### src/rtl/serial_subtractor.sv
// serial_subtractor
//   Bit-serial subtractor computing diff = a - b, one bit per clock, LSB first.
//   A full-subtractor bit cell plus a borrow flop walks the latched operands.
//   After WIDTH cycles the result is presented on a valid/ready response port.
//
// Ports:
//   clk        rising-edge clock
//   rst_n      asynchronous active-low reset
//   in_valid   operand pair valid
//   in_ready   block can accept operands (IDLE, and not in the cycle right after reset)
//   a, b       minuend / subtrahend
//   out_valid  result valid (DONE state)
//   out_ready  consumer accepts result
//   diff       (a - b) mod 2^WIDTH
//   borrow     final borrow out, 1 iff a < b unsigned
//   ovf        signed overflow of a - b
//   busy       high in RUN or DONE

module serial_subtractor #(
    parameter int WIDTH = 8
) (
    input  logic             clk,
    input  logic             rst_n,
    input  logic             in_valid,
    output logic             in_ready,
    input  logic [WIDTH-1:0] a,
    input  logic [WIDTH-1:0] b,
    output logic             out_valid,
    input  logic             out_ready,
    output logic [WIDTH-1:0] diff,
    output logic             borrow,
    output logic             ovf,
    output logic             busy
);

    localparam int CW = $clog2(WIDTH);
    localparam logic [CW-1:0] LAST = CW'(WIDTH - 1);

    typedef enum logic [1:0] {
        IDLE = 2'd0,
        RUN  = 2'd1,
        DONE = 2'd2
    } state_t;

    state_t          state;
    state_t          state_next;
    logic            started;
    logic [WIDTH-1:0] sa;
    logic [WIDTH-1:0] sb;
    logic [WIDTH-1:0] sd;
    logic            bf;
    logic            a_msb;
    logic            b_msb;
    logic [CW-1:0]   count;
    logic            d_bit;
    logic            bf_next;
    logic            accept;
    logic            last_bit;

    // Full-subtractor bit cell on the current LSBs and the borrow flop.
    always_comb begin
        d_bit   = sa[0] ^ sb[0] ^ bf;
        bf_next = (~sa[0] & sb[0]) | (~(sa[0] ^ sb[0]) & bf);
    end

    assign accept   = in_valid && in_ready;
    assign last_bit = (count == LAST);

    // Holds in_ready low until the first clock edge after reset release,
    // since IDLE alone would raise it as soon as rst_n deasserts.
    always_ff @(posedge clk or negedge rst_n) begin
        if (!rst_n) begin
            started <= 1'b0;
        end else begin
            started <= 1'b1;
        end
    end

    always_ff @(posedge clk or negedge rst_n) begin
        if (!rst_n) begin
            state <= IDLE;
        end else begin
            state <= state_next;
        end
    end

    always_comb begin
        state_next = state;
        in_ready   = 1'b0;
        out_valid  = 1'b0;
        busy       = 1'b0;
        case (state)
            IDLE: begin
                in_ready = started;
                if (in_valid && started) begin
                    state_next = RUN;
                end
            end
            RUN: begin
                busy = 1'b1;
                if (last_bit) begin
                    state_next = DONE;
                end
            end
            DONE: begin
                busy      = 1'b1;
                out_valid = 1'b1;
                if (out_ready) begin
                    state_next = IDLE;
                end
            end
            default: begin
                state_next = IDLE;
            end
        endcase
    end

    // Datapath: operand/result shift registers, borrow flop, bit counter and
    // the registered result outputs, which load only on the final RUN cycle.
    // The counter is not advanced on the last bit so it never wraps.
    always_ff @(posedge clk or negedge rst_n) begin
        if (!rst_n) begin
            sa     <= '0;
            sb     <= '0;
            sd     <= '0;
            bf     <= 1'b0;
            a_msb  <= 1'b0;
            b_msb  <= 1'b0;
            count  <= '0;
            diff   <= '0;
            borrow <= 1'b0;
            ovf    <= 1'b0;
        end else begin
            case (state)
                IDLE: begin
                    if (accept) begin
                        sa    <= a;
                        sb    <= b;
                        sd    <= '0;
                        bf    <= 1'b0;
                        count <= '0;
                        a_msb <= a[WIDTH-1];
                        b_msb <= b[WIDTH-1];
                    end
                end
                RUN: begin
                    sa <= sa >> 1;
                    sb <= sb >> 1;
                    sd <= {d_bit, sd[WIDTH-1:1]};
                    bf <= bf_next;
                    if (last_bit) begin
                        diff   <= {d_bit, sd[WIDTH-1:1]};
                        borrow <= bf_next;
                        ovf    <= (a_msb != b_msb) && (d_bit != a_msb);
                    end else begin
                        count <= count + CW'(1);
                    end
                end
                default: begin
                end
            endcase
        end
    end

endmodule
### config.mk
export PLATFORM = sky130hd
export DESIGN_NAME = serial_subtractor
export DESIGN_NICKNAME = d
export VERILOG_FILES = /design/src/rtl/serial_subtractor.sv
export SDC_FILE = /design/constraint.sdc
export NUM_CORES = 1
export LEC_CHECK = 0
export ABC_AREA = 1
export CORE_AREA = 2 2 46 90
export CTS_BUF_LIST = sky130_fd_sc_hd__clkbuf_8
export CTS_CLUSTER_SIZE = 40
export DETAILED_ROUTE_END_ITERATION = 6
export DIE_AREA = 0 0 48 92
export GPL_ROUTABILITY_DRIVEN = 0
export PLACE_DENSITY_LB_ADDON = 0.3
export SYNTH_ARGS = -nofsm -noshare
export SYNTH_HDL_FRONTEND = slang
export SYNTH_SLANG_ARGS = --single-unit
### constraint.sdc
create_clock -name clk -period 1.9 [get_ports clk]
set_clock_uncertainty 0.1 [all_clocks]
set_input_delay 0.285 -clock clk [delete_from_list [all_inputs] [get_ports clk]]
set_output_delay 0.285 -clock clk [all_outputs]
set_load 0.005 [all_outputs]
==> results of run 1 <==
## cells in the final DEF (no fill, tap or decap), types with 2 or more instances in the layout
cell,n
sky130_fd_sc_hd__nand2_1,122
sky130_fd_sc_hd__inv_2,4
sky130_fd_sc_hd__inv_1,19
sky130_fd_sc_hd__buf_4,12
sky130_fd_sc_hd__nand3_1,17
sky130_fd_sc_hd__clkdlybuf4s50_1,29
sky130_fd_sc_hd__dfrtp_1,42
sky130_fd_sc_hd__ha_1,4
sky130_fd_sc_hd__nand3b_1,2
sky130_fd_sc_hd__o21ai_0,17
sky130_fd_sc_hd__clkbuf_8,5
## what timing repair did
action                                 4_1_cts  5_1_grt
resized for setup                            5        2
pin swaps                                    1        0
setup buffers                                4        1
hold buffers                                 1        0
endpoints found under the hold margin       42        0
gates cloned                                 0        0
setup endpoints to repair                    2        2
## area by class of cell
| class | count | share of cell area [%] |
|---|---|---|
| clock inverters | 3 | 1.50 |
| inverters | 21 | 3.15 |
| multi-input cells | 171 | 31.5 |
| well taps | 51 | 2.55 |
| clock buffers | 5 | 2.75 |
| flip-flops and latches | 42 | 42.0 |
| repair buffers | 45 | 16.6 |
## path summary, 6_finish.rpt
path                               start        to  slack [ns]  depth (start not counted)
worst max-delay path            state[0]      busy        0.05                          3
min in group asynchronous          rst_n     b_msb        0.48                          3
worst min-delay path               sa[3]     sa[3]        0.38                          2
worst min register to register     sa[3]     sa[3]        0.38                          2
worst max register to register  state[1]  count[1]        0.17                          8
max in group asynchronous          rst_n  state[0]        0.86                          3
## routing by layer
metal	up-vias	global-route usage (%)	share of wire [%]
met2	29	33.3	55
li1	829	-	-
met1	729	23.7	40
met4	0	6.08	1.7
met5	-	0	0
met3	6	5.71	3.7
## flip-flops by register name, summed over array words and instances, names as in the netlist, 2 cells and up
| name | count |
|---|---|
| diff | 8 |
| state | 2 |
| sb | 8 |
| sa | 8 |
| count | 3 |
| sd | 7 |
## logic make-up (layout without fill, tap and decap cells)
kind of cell | count (synthesis) | in the layout | synth area share [%]
adder cells (fa/ha/maj) | 7 | 7 | 4.80
AND/OR/NAND/NOR | 145 | 145 | 29.5
buffers and inverters | 32 | 74 | 7.84
flip-flops | 42 | 42 | 53.1
other | 1 | 1 | 0.189
AO/OA/AOI/OAI | 18 | 18 | 4.55
## power groups by stage
stage	combinational (mW)	clock (mW)	sequential, mW
after floorplan	0.936	0	1.27
after global placement	1.18	0	1.30
after detailed placement	1.20	0	1.30
after CTS	1.26	0.685	1.29
after global routing	1.46	0.722	1.32
final	1.25	0.675	1.29
## stage by stage
step                 TNS, ns  worst slack (ns)  cell area (sq um)  utilization, %
floorplan                  0             0.475               1980               -
global placement           0             0.188               2330            61.4
detailed placement         0             0.146               2330            61.4
CTS                        0            0.0421               2490            65.5
global route        -0.00200          -0.00200               2500            65.9
finish                     0            0.0467               2500            65.9
## worst register-to-register path: stages (launching register included)
cell and delay (ns):
sky130_fd_sc_hd__dfrtp_1 0.39, sky130_fd_sc_hd__inv_2 0.09, sky130_fd_sc_hd__buf_4 0.11, sky130_fd_sc_hd__ha_1 0.34, sky130_fd_sc_hd__inv_2 0.22, sky130_fd_sc_hd__nand2_1 0.11
sky130_fd_sc_hd__nand3_1 0.13, sky130_fd_sc_hd__nand2_1 0.09, sky130_fd_sc_hd__nand2_1 0.05
==> impl_metrics.toml, run 1 <==
[worst_hold_path]
hold_path.class = "flop to flop"

[power_and_ir_drop]
power.share.combinational_pct = 38.9
sw_frac_of_total_pct = 36.8
clkPwrFrac_pct = 21.0
power.static_leakage_nw = 1.34
power.total_mw = 3.22
power.switching_mw = 1.19
power.sequential.fraction_pct = 40.1
power_density_mw_per_mm2 = 1280
peak_supply_drop_mv = 0.922
p_int_mw = 2.03

[yosys]
ys_top_cells_by_area = "sky130_fd_sc_hd__dfrtp_1, sky130_fd_sc_hd__nand2_1, sky130_fd_sc_hd__nand3_1, sky130_fd_sc_hd__o21ai_0, sky130_fd_sc_hd__ha_1"
synthCells = 245
syn_area_per_cell_sq_um = 8.08
synth.cells.most_frequent = "sky130_fd_sc_hd__nand2_1, sky130_fd_sc_hd__dfrtp_1, sky130_fd_sc_hd__inv_1"
register_area_share_after_synthesis_pct = 53.1
syn-num-nets = 272
synth_async_sr_flop_share_pct = 100
synth.most_common_cell = "sky130_fd_sc_hd__nand2_1"
yosys_register_bits = 42
synth_cell_type_count = 19
yosysTopAreaCell = "sky130_fd_sc_hd__dfrtp_1"
yosys_warnings = 0
post_synth_edffs = 0
yosys.area.top_type_share_pct = 53.1
synthFlopType = "sky130_fd_sc_hd__dfrtp_1"
synthesized_cell_area_sq_mm = 0.00198

[flow_run]
max_cap_viols = 0

[grt]
grt_max_degree = 43
grt_use_total_pct = 20.0
wire_length_of_the_first_global_routing_pass_um = 6470
initial_antenna_violation_count = 0
grt_remaining_overflow = 0
first_global_vias = 1526

[routing]
post_drt_via_cell_ratio = 4.71
first_iter_violations = 32
drt-pass1-iter-count = 4
detailroute.via_count = 1593
wire_length_after_detailed_routing_um = 3670
drc_errors = 0
routedWlPerCell_um = 10.8
antenna_left = 0

[cells_and_area]
multiInputGateArea_sq_um = 788
layoutNonFillerInstCount = 338
drive_gt1_share_pct = 9.41
area.sequential_sq_mm = 0.00105
insertedDiodeCount = 0
synthToLayoutAreaGrowth_pct = 26.5
design.final.nets = 313
n_fill_cell = 326

[timing]
timing.hold.ws_ns = 0.376
setup_violations = 0
final-max-slew-violation-count = 0
max_slew_margin_pct = 65.8
tightestPinTransition_ns = 0.513
timing.fmax_mhz = 540
final_critical_delay_including_setup_and_external_delays_ns = 1.85
final_min_period_over_clock_period_pct = 97.5
number_of_hold_violations_in_the_final_report = 0

[worst_setup_path]
path_class = "flop to output pin"
cp.buffers_inverters = 2
cp_slowest_cell = "sky130_fd_sc_hd__clkdlybuf4s50_1"
critPathArrivalTime_ns = 1.47
timing.critical_path.cells = "inv_2, ha_4, clkdlybuf4s50_1"
endpoint_kind = "output pin"
critPathMaxFanout = 2
critical_path_s_top_delay_family = "buffers and inverters"
crit_path_start_kind = "flop"
cp_slowest_stage_delay_ns = 0.48
timing.critical_path.required_ns = 1.51

[floorplanning]
die-area_sq_mm = 0.00442
floorplan.core_area_sq_mm = 0.00380
fp-row-count = 32
die-height_um = 92
chipWidth_um = 48
initial_utilization_pct = 52.0
ioPinCount = 33

[place]
post-place-cells = 324
io_buffers = 32
dpl_hpwl_um = 2640

[cts]
tritoncts_buffer_count = 5
root_buffer = "sky130_fd_sc_hd__clkbuf_8"
clock-sinks = 42
clk_latency_ns = 0.30
clockBufferDepth = 2
cts.clk_slew.worst_paths_ns = 0.08
cts_tree = "yes"
h-tree-depth = 2

[outcome]
outcome = "complete, no violations"
Power figures use the tool's default switching activity.
==> run 2, diff against run 1 <==
- clock period: 1.9 -> 2 ns (I/O delays scaled with it)
==> run 2 against run 1 <==
Against the previous run: sequential cell count did not move; sequential share of layout area increased by 0.49 points; worst setup slack better by 0.072 ns; sequential power decreased by 5%; core utilization is 0.76 points lower; routed wire length is 5.3% higher; largest cell class unchanged; highest routed layer unchanged.
==> impl_metrics.toml, run 2 (same netlist as run 1, synthesis figures left out) <==
[cts]
clockBufferDepth = 2
tritoncts_buffer_count = 5
clock-sinks = 42
cts_tree = "yes"
h-tree-depth = 2
cts.clk_slew.worst_paths_ns = 0.08
clk_latency_ns = 0.28
root_buffer = "sky130_fd_sc_hd__clkbuf_8"

[timing]
setup_repair_after_global_routing_missed_its_margin = "no"
timing.fmax_mhz = 532
accumulated_negative_setup_slack_ns = 0
timing.hold.ws_ns = 0.373
tightestPinTransition_ns = 0.515
max_slew_margin_pct = 65.7
final_critical_delay_including_setup_and_external_delays_ns = 1.88
final-max-slew-violation-count = 0
number_of_hold_violations_in_the_final_report = 0
setup_violations = 0
final_min_period_over_clock_period_pct = 94.1

[worst_setup_path]
cp.buffers_inverters = 2
critPathMaxFanout = 2
critPathArrivalTime_ns = 1.48
cp_slowest_stage_delay_ns = 0.49
crit_path_start_kind = "flop"
path_class = "flop to output pin"
cp_slowest_cell = "sky130_fd_sc_hd__clkdlybuf4s50_1"
critical_path_s_top_delay_family = "buffers and inverters"
timing.critical_path.cells = "inv_2, ha_4, clkdlybuf4s50_1"
timing.critical_path.required_ns = 1.60
endpoint_kind = "output pin"

[cells_and_area]
insertedDiodeCount = 0
drive_gt1_share_pct = 8.80
most_frequent_cells_in_the_layout = "sky130_fd_sc_hd__nand2_1, sky130_fd_sc_hd__dfrtp_1, sky130_fd_sc_hd__clkdlybuf4s50_1"
largestRegisters = "diff (8), sa (8), sb (8)"
design.final.nets = 311
n_fill_cell = 340
final_common_cell = "sky130_fd_sc_hd__nand2_1"
synthToLayoutAreaGrowth_pct = 25.1

[floorplanning]
chipWidth_um = 48
die-height_um = 92
die-area_sq_mm = 0.00442
initial_utilization_pct = 52.0
fp-row-count = 32
floorplan.core_area_sq_mm = 0.00380
ioPinCount = 33

[power_and_ir_drop]
power.static_leakage_nw = 1.33
power_density_mw_per_mm2 = 1190
power.total_mw = 2.94
peak_supply_drop_mv = 0.894

[place]
io_buffers = 32
dpl_hpwl_um = 2790

[grt]
initial_antenna_violation_count = 0
first_global_vias = 1655
grt_use_total_pct = 21.0
grt_remaining_overflow = 0
wire_length_of_the_first_global_routing_pass_um = 6760
grt_max_degree = 43

[routing]
met1_length_um = 1480
first_iter_violations = 44
post_drt_via_cell_ratio = 4.88
dr.max_layer_used = "met4"
wl_met3_um = 126
drt-pass1-iter-count = 4
wire_length_after_detailed_routing_um = 3860
met2WireLength_um = 2120
drc_errors = 0
detailroute.via_count = 1634
antenna_left = 0
routedWlPerCell_um = 11.5

[worst_hold_path]
hold_path.class = "flop to flop"

[flow_run]
max_cap_viols = 0

[outcome]
outcome = "complete, no violations"
[run 2: cell count changes in the layout (fill, tap and decap cells not counted), sizes merged]
| cell | before | now |
|---|---|---|
| dlymetal6s2s | 1 | 2 |
| bufinv | 1 | 0 |
| inv | 23 | 21 |
| dlygate4sd2 | 1 | 0 |
| clkinv | 0 | 2 |
| buf | 13 | 11 |
[run 2: stage by stage]
| stage | setup WS [ns] | area (sq um) | cells | utilization, % |
|---|---|---|---|---|
| final | 0.119 | 2480 | 335 | 65.1 |
| after CTS | 0.00502 | 2460 | 333 | 64.6 |
| after detailed placement | 0.203 | 2340 | 323 | 61.5 |
| after global routing | 0.00794 | 2480 | 335 | 65.1 |
| after floorplan | 0.575 | 1980 | 245 | - |
| after global placement | 0.224 | 2340 | 323 | 61.5 |
[run 2: worst paths after layout]
path	start	to	slack (ns)	cells after the start
min reg2reg	sb[3]	sb[3]	0.37	2
max reg2reg	state[1]	sb[7]	0.15	8
min	sb[3]	sb[3]	0.37	2
max in group asynchronous	rst_n	sa[1]	0.93	3
min in group asynchronous	rst_n	ovf	0.51	3
max	state[1]	busy	0.12	3
[run 2: power by group]
group	total, mW	leakage, nW	switching, mW	internal, mW
Combinational	1.21	0.730	0.737	0.476
Clock	0.502	0.0438	0.268	0.234
Sequential	1.23	0.553	0.134	1.10
Total	2.94	1.33	1.14	1.81
[run 2: cell type report]
cell class	instances	area [sq um]	share of cell area, %
Sequential cell	42	1050	42.4
Multi-Input combinational cell	171	786	31.7
Timing Repair Buffer	43	418	16.9
Inverter	21	78.8	3.18
Clock buffer	5	68.8	2.78
Tap cell	51	63.8	2.58
Clock inverter	2	10.0	0.404
[run 2: repair_timing]
item	4_1_cts	5_1_grt
hold buffers	1	0
hold endpoints to repair	35	0
setup buffers	2	2
endpoints found under the setup margin	1	1
resized for setup	4	2
[run 2: worst min-delay path, cell delays in order (launching register included)]
cell and delay, ns:
sky130_fd_sc_hd__dfrtp_1 0.35, sky130_fd_sc_hd__nand2_1 0.05, sky130_fd_sc_hd__nand2_1 0.05
[run 2: metal layers]
metal | vias to the layer above | GRT usage, %
li1 | 827 | -
met2 | 40 | 34.6
met5 | - | 0
met3 | 9 | 5.51
met4 | 0 | 10.1
met1 | 758 | 23.5
